<file path="config.mk">
export PLATFORM = sky130hd
export DESIGN_NAME = serial_word_comparator
export DESIGN_NICKNAME = d
export VERILOG_FILES = /design/src/rtl/serial_cmp_pkg.sv /design/src/rtl/xnor_gate.sv /design/src/rtl/serial_word_comparator.sv
export SDC_FILE = /design/constraint.sdc
export NUM_CORES = 1
export LEC_CHECK = 0
export CORE_UTILIZATION = 45
export DETAILED_ROUTE_END_ITERATION = 16
export PLACE_DENSITY = 0.84
export RECOVER_POWER = 100
export SLEW_MARGIN = 20
export SYNTH_ARGS = -nofsm -noshare
export SYNTH_HDL_FRONTEND = slang
export SYNTH_HIERARCHICAL = 1
export SYNTH_SLANG_ARGS = --single-unit
</file>
<file path="constraint.sdc">
create_clock -name clk -period 1.2 [get_ports clk]
set_input_delay 0.12 -clock clk [delete_from_list [all_inputs] [get_ports clk]]
set_output_delay 0.12 -clock clk [all_outputs]
set_load 0.01 [all_outputs]
</file>
<file path="src/rtl/serial_cmp_pkg.sv">
// Shared types and defaults for the serial word comparator.
// Optional build macro: SERIAL_CMP_EARLY_EXIT_EN (stop comparing at the first mismatch).
package serial_cmp_pkg;

  localparam int unsigned DEF_WIDTH = 8;

  typedef enum logic [1:0] {
    IDLE    = 2'd0,
    COMPARE = 2'd1,
    DONE    = 2'd2
  } state_t;

endpackage

</file>
<file path="src/rtl/xnor_gate.sv">
// Two-input XNOR cell built purely from NAND gates; the per-bit compare element.
module xnor_gate (
  input  logic a,
  input  logic b,
  output logic y
);

  logic n_ab;
  logic n_a;
  logic n_b;
  logic x_or;

  // Classic four-NAND XOR followed by a NAND used as an inverter.
  assign n_ab = ~(a & b);
  assign n_a  = ~(a & n_ab);
  assign n_b  = ~(b & n_ab);
  assign x_or = ~(n_a & n_b);
  assign y    = ~(x_or & x_or);

endmodule

</file>
<file path="src/rtl/serial_word_comparator.sv">
// Bit-serial equality comparator: one shared XNOR cell walks both words LSB first.
// Optional build macro: SERIAL_CMP_EARLY_EXIT_EN -- finish on the first mismatch
// instead of always spending WIDTH compare cycles.
module serial_word_comparator
  import serial_cmp_pkg::*;
#(
  parameter int unsigned WIDTH = DEF_WIDTH,
  parameter int unsigned IDX_W = $clog2(WIDTH),
  parameter int unsigned CNT_W = $clog2(WIDTH + 1)
) (
  input  logic             clk,
  input  logic             rst_n,
  input  logic             start,
  input  logic [WIDTH-1:0] a,
  input  logic [WIDTH-1:0] b,
  output logic             busy,
  output logic             done,
  output logic             equal,
  output logic [IDX_W-1:0] mismatch_idx,
  output logic [CNT_W-1:0] match_count
);

  state_t           state;
  state_t           next_state;
  logic [WIDTH-1:0] sh_a;
  logic [WIDTH-1:0] sh_b;
  logic [IDX_W-1:0] bit_cnt;
  logic             mm_seen;
  logic             bit_eq_c;
  logic             accept_c;
  logic             last_bit_c;
  logic             mm_first_c;
  logic             busy_d;
  logic             done_d;

  // The single compare element sees the current LSB of each shift register.
  xnor_gate u_xnor (
    .a (sh_a[0]),
    .b (sh_b[0]),
    .y (bit_eq_c)
  );

  // Decode of the per-cycle events the FSM and datapath act on.
  always_comb begin
    accept_c   = (state == IDLE) && start;
    last_bit_c = (bit_cnt == IDX_W'(WIDTH - 1));
    mm_first_c = (state == COMPARE) && !bit_eq_c && !mm_seen;
  end

  // State register.
  always_ff @(posedge clk or negedge rst_n) begin
    if (!rst_n) begin
      state <= IDLE;
    end else begin
      state <= next_state;
    end
  end

  // Next-state logic.
  always_comb begin
    next_state = state;
    case (state)
      IDLE: begin
        if (start) next_state = COMPARE;
      end
      COMPARE: begin
        if (last_bit_c) next_state = DONE;
`ifdef SERIAL_CMP_EARLY_EXIT_EN
        if (mm_first_c) next_state = DONE;
`endif
      end
      DONE:    next_state = IDLE;
      default: next_state = IDLE;
    endcase
  end

  // Handshake outputs derived from the upcoming state so they register cleanly.
  always_comb begin
    busy_d = (next_state != IDLE);
    done_d = (next_state == DONE);
  end

  // Registered handshake outputs.
  always_ff @(posedge clk or negedge rst_n) begin
    if (!rst_n) begin
      busy <= 1'b0;
      done <= 1'b0;
    end else begin
      busy <= busy_d;
      done <= done_d;
    end
  end

  // Operand capture, shifting and result accumulation; results hold outside COMPARE.
  always_ff @(posedge clk or negedge rst_n) begin
    if (!rst_n) begin
      sh_a         <= '0;
      sh_b         <= '0;
      bit_cnt      <= '0;
      mm_seen      <= 1'b0;
      equal        <= 1'b0;
      mismatch_idx <= '0;
      match_count  <= '0;
    end else if (accept_c) begin
      sh_a         <= a;
      sh_b         <= b;
      bit_cnt      <= '0;
      mm_seen      <= 1'b0;
      equal        <= 1'b1;
      mismatch_idx <= '0;
      match_count  <= '0;
    end else if (state == COMPARE) begin
      if (bit_eq_c) begin
        match_count <= match_count + CNT_W'(1);
      end else if (mm_first_c) begin
        mismatch_idx <= bit_cnt;
        equal        <= 1'b0;
        mm_seen      <= 1'b1;
      end
      sh_a    <= sh_a >> 1;
      sh_b    <= sh_b >> 1;
      bit_cnt <= bit_cnt + IDX_W'(1);
    end
  end

endmodule

</file>
==> reports/metrics.yaml <==
power:
  p_int_uw: 3010
  peakVddDrop_mv: 1.36
  p_clk_share_pct: 13.2
  pwr_density_cell_nw_per_um2: 2460
  power_frac_comb_pct: 48.0
  switching_power_uw: 1840
  power_leakage_uw: 0.000958
  p_sw_share_pct: 38.0
  seqPwrFrac_pct: 38.7
timing:
  max_freq_ghz: 0.751
  tns_ns: -0.978
  setup-violations-final: 18
  rsz0062_at_grt: "yes"
  fin_crit_sh_pct: 111
  slew-limit-headroom_pct: 47.9
  min_period_ns: 1.33
  hold_viol_final: 0
  slew_violations: 0
  skew_ns: 0.0119
  tightest_slew_ns: 0.782
  fin_ws_ns: -0.131
cts:
  path_clk_slew_ns: 0.10
  numClockSinks: 32
  clockBufferDepth: 2
  h-tree-depth: 2
  insertion_delay_ns: 0.33
  root_buffer: "clkbuf_4"
  cts_buffers: 5
  cts_tree: "done"
  hold_buffers: 0
logic_synthesis:
  yosysWarnings: 6
  synth_compound_area_share_pct: 13.6
  yosys-mux-area-fraction_pct: 0
  synth_top_family_by_area: "simple AND/OR/NAND/NOR gates"
  syn-cell-area_sq_um: 1400
  synth_xor_area_share_pct: 1.88
  yosys.area_share.simple_pct: 19.7
  ys_ff_latch: 32
  synthAdderAreaFrac_pct: 2.68
  syn-num-nets: 150
  synth_cell_types: 28
  synth_cells: 128
  postSynthAreaPerCell_sq_um: 10.9
  yosysSeqAreaShare_pct: 57.2
placement:
  port_buffers: 28
  routabilityCongestion: 0.768
  dp_slack_ns: -0.252
  postPlaceCellArea_sq_um: 1810
  dp_hpwl_mm: 2.01
detailed_routing:
  ant_nets: 0
  drc: 2
  drt_iter0_markers: 19
  wl_per_cell_um: 15.4
  drt_wl_total_mm: 3.21
  vias: 1156
  vias_per_cell: 5.56
  drtPass1Iterations: 10
status:
  outcome: "finished, violations left"
  violations: "design-rule violations, negative setup slack"
finish:
  syn_to_final_growth_pct: 41.0
  mostFrequentLayoutCells: "38 x nand2_1, 28 x dfrtp_1, 17 x clkdlybuf4s50_1"
  post-route-util_pct: 69.2
  fillers: 211
  fin_area_sq_um: 1970
  insertedDiodeCount: 0
  finalNetCount: 198
  layout-drive-gt1-share_pct: 28.8
  final_common_cell: "nand2_1"
grt:
  grt.total_usage_pct: 20.7
  grt_overflow: 0
  antenna_found_initial: 0
  grt_max_degree: 33
  grt_pass1_wl_mm: 5.04
  grt_pass1_vias: 1125
worst_setup_path:
  end_kind: "register"
  criticalPathCategory: "reg2reg"
  worstPathMaxFanout: 3
  r2r_cells: 4
  arrival_ns: 1.55
  cp-start-kind: "register"
  crit_required_ns: 1.42
die:
  die_y_um: 57.8
  start_util_pct: 49.1
  die_w_um: 57.8
  die-area_sq_um: 3340
  placementRows: 19
  coreArea_sq_um: 2850
  pin_count: 29
worst_hold_path:
  whs_path_depth: 3
  hp-class: "in2reg"
run:
  max_cap_viol_count: 0
## critical path: stages, from the launching register on
cell and delay (ns):
dfrtp_2 0.46, xnor2_4 0.18, nor4b_4 0.31, nor2_2 0.09, a22o_1 0.19
## registers in the layout, summed over array words and instances, names as in the netlist
name,count
sh_b,8
state,2
sh_a,8
equal,1
bit_cnt,3
busy,1
match_count,4
done,1
mismatch_idx,3
mm_seen,1
## through the flow
step	hold WS, ns	std cells	power (uW)
final	0.317	208	4850
after floorplan	-0.176	128	3130
after CTS	0.143	205	4690
after detailed placement	0.466	192	3880
after global placement	0.450	192	3750
after global routing	0.305	208	5190
## cell families (layout without fill, tap and decap cells)
family | count (synthesis) | count (layout)
buf+inv | 9 | 58
flops | 32 | 32
simple gates | 56 | 56
xor+xnor | 3 | 3
fa+ha+maj | 3 | 3
compound gates | 25 | 25
## layout make-up
| class | instances | area (sq um) | area share [%] |
|---|---|---|---|
| flip-flops and latches | 32 | 806 | 40.8 |
| multi-input cells | 87 | 624 | 31.6 |
| repair buffers | 48 | 439 | 22.2 |
| clock buffers | 8 | 58.8 | 2.98 |
| well taps | 31 | 38.8 | 1.96 |
| inverters | 2 | 7.51 | 0.380 |
## power groups by stage
stage               logic (uW)  registers, uW  clock network (uW)
global route              2550           1940                 708
global placement          1900           1850                   0
CTS                       2190           1840                 656
finish                    2330           1880                 643
floorplan                 1270           1850                   0
detailed placement        2000           1880                   0
## cell usage after synthesis
master,number,area (sq um)
nor2b_2,1,8.76
buf_6,4,45.0
nand4b_1,1,8.76
dfrtp_1,32,801
nand2b_1,1,6.26
inv_1,2,7.51
a22o_1,3,26.3
nor2_1,2,7.51
o21bai_2,1,11.3
nor3b_2,1,12.5
nand3b_1,1,7.51
o211ai_2,1,12.5
xor2_1,2,17.5
or3b_1,1,8.76
nand3_1,6,30.0
a21oi_1,1,5.00
ha_1,3,37.5
nor2_2,1,6.26
nand2_1,38,143
a21o_1,1,7.51
and2_1,2,12.5
buf_2,2,10.0
o31ai_1,1,7.51
o21ai_0,3,15.0
a22oi_1,14,105
xnor2_1,1,8.76
nor4b_4,1,23.8
buf_4,1,7.51
## path summary, 6_finish.rpt
| path | from | to | slack, ns |
|---|---|---|---|
| setup reg to reg | sh_b[0] | mismatch_idx[1] | -0.13 |
| hold reg to reg | sh_a[6] | sh_a[6] | 0.48 |
| hold / removal | b[7] | sh_b[7] | 0.32 |
| max in group asynchronous | rst_n | sh_b[0] | 0.27 |
| setup / recovery | sh_b[0] | mismatch_idx[1] | -0.13 |
| min in group asynchronous | rst_n | sh_b[7] | 0.39 |
## per-layer routing
layer | vias up | global-route usage (%) | share of wire, % | routed length (um)
met1 | 552 | 23.5 | 39 | 1250
met4 | 0 | 11.2 | 3.5 | 112
met3 | 15 | 5.36 | 6.2 | 200
met2 | 49 | 35.7 | 51 | 1650
met5 | - | 0 | 0 | 0
li1 | 540 | - | - | -
## repair_timing
item / in CTS / in global routing
endpoints found under the setup margin: 37 / 29
gates resized for setup: 24 / 13
pin swaps: 12 / 2
gates cloned: 0 / 1
setup buffers: 5 / 2
No activity file was read; power rests on OpenSTA's default activity.
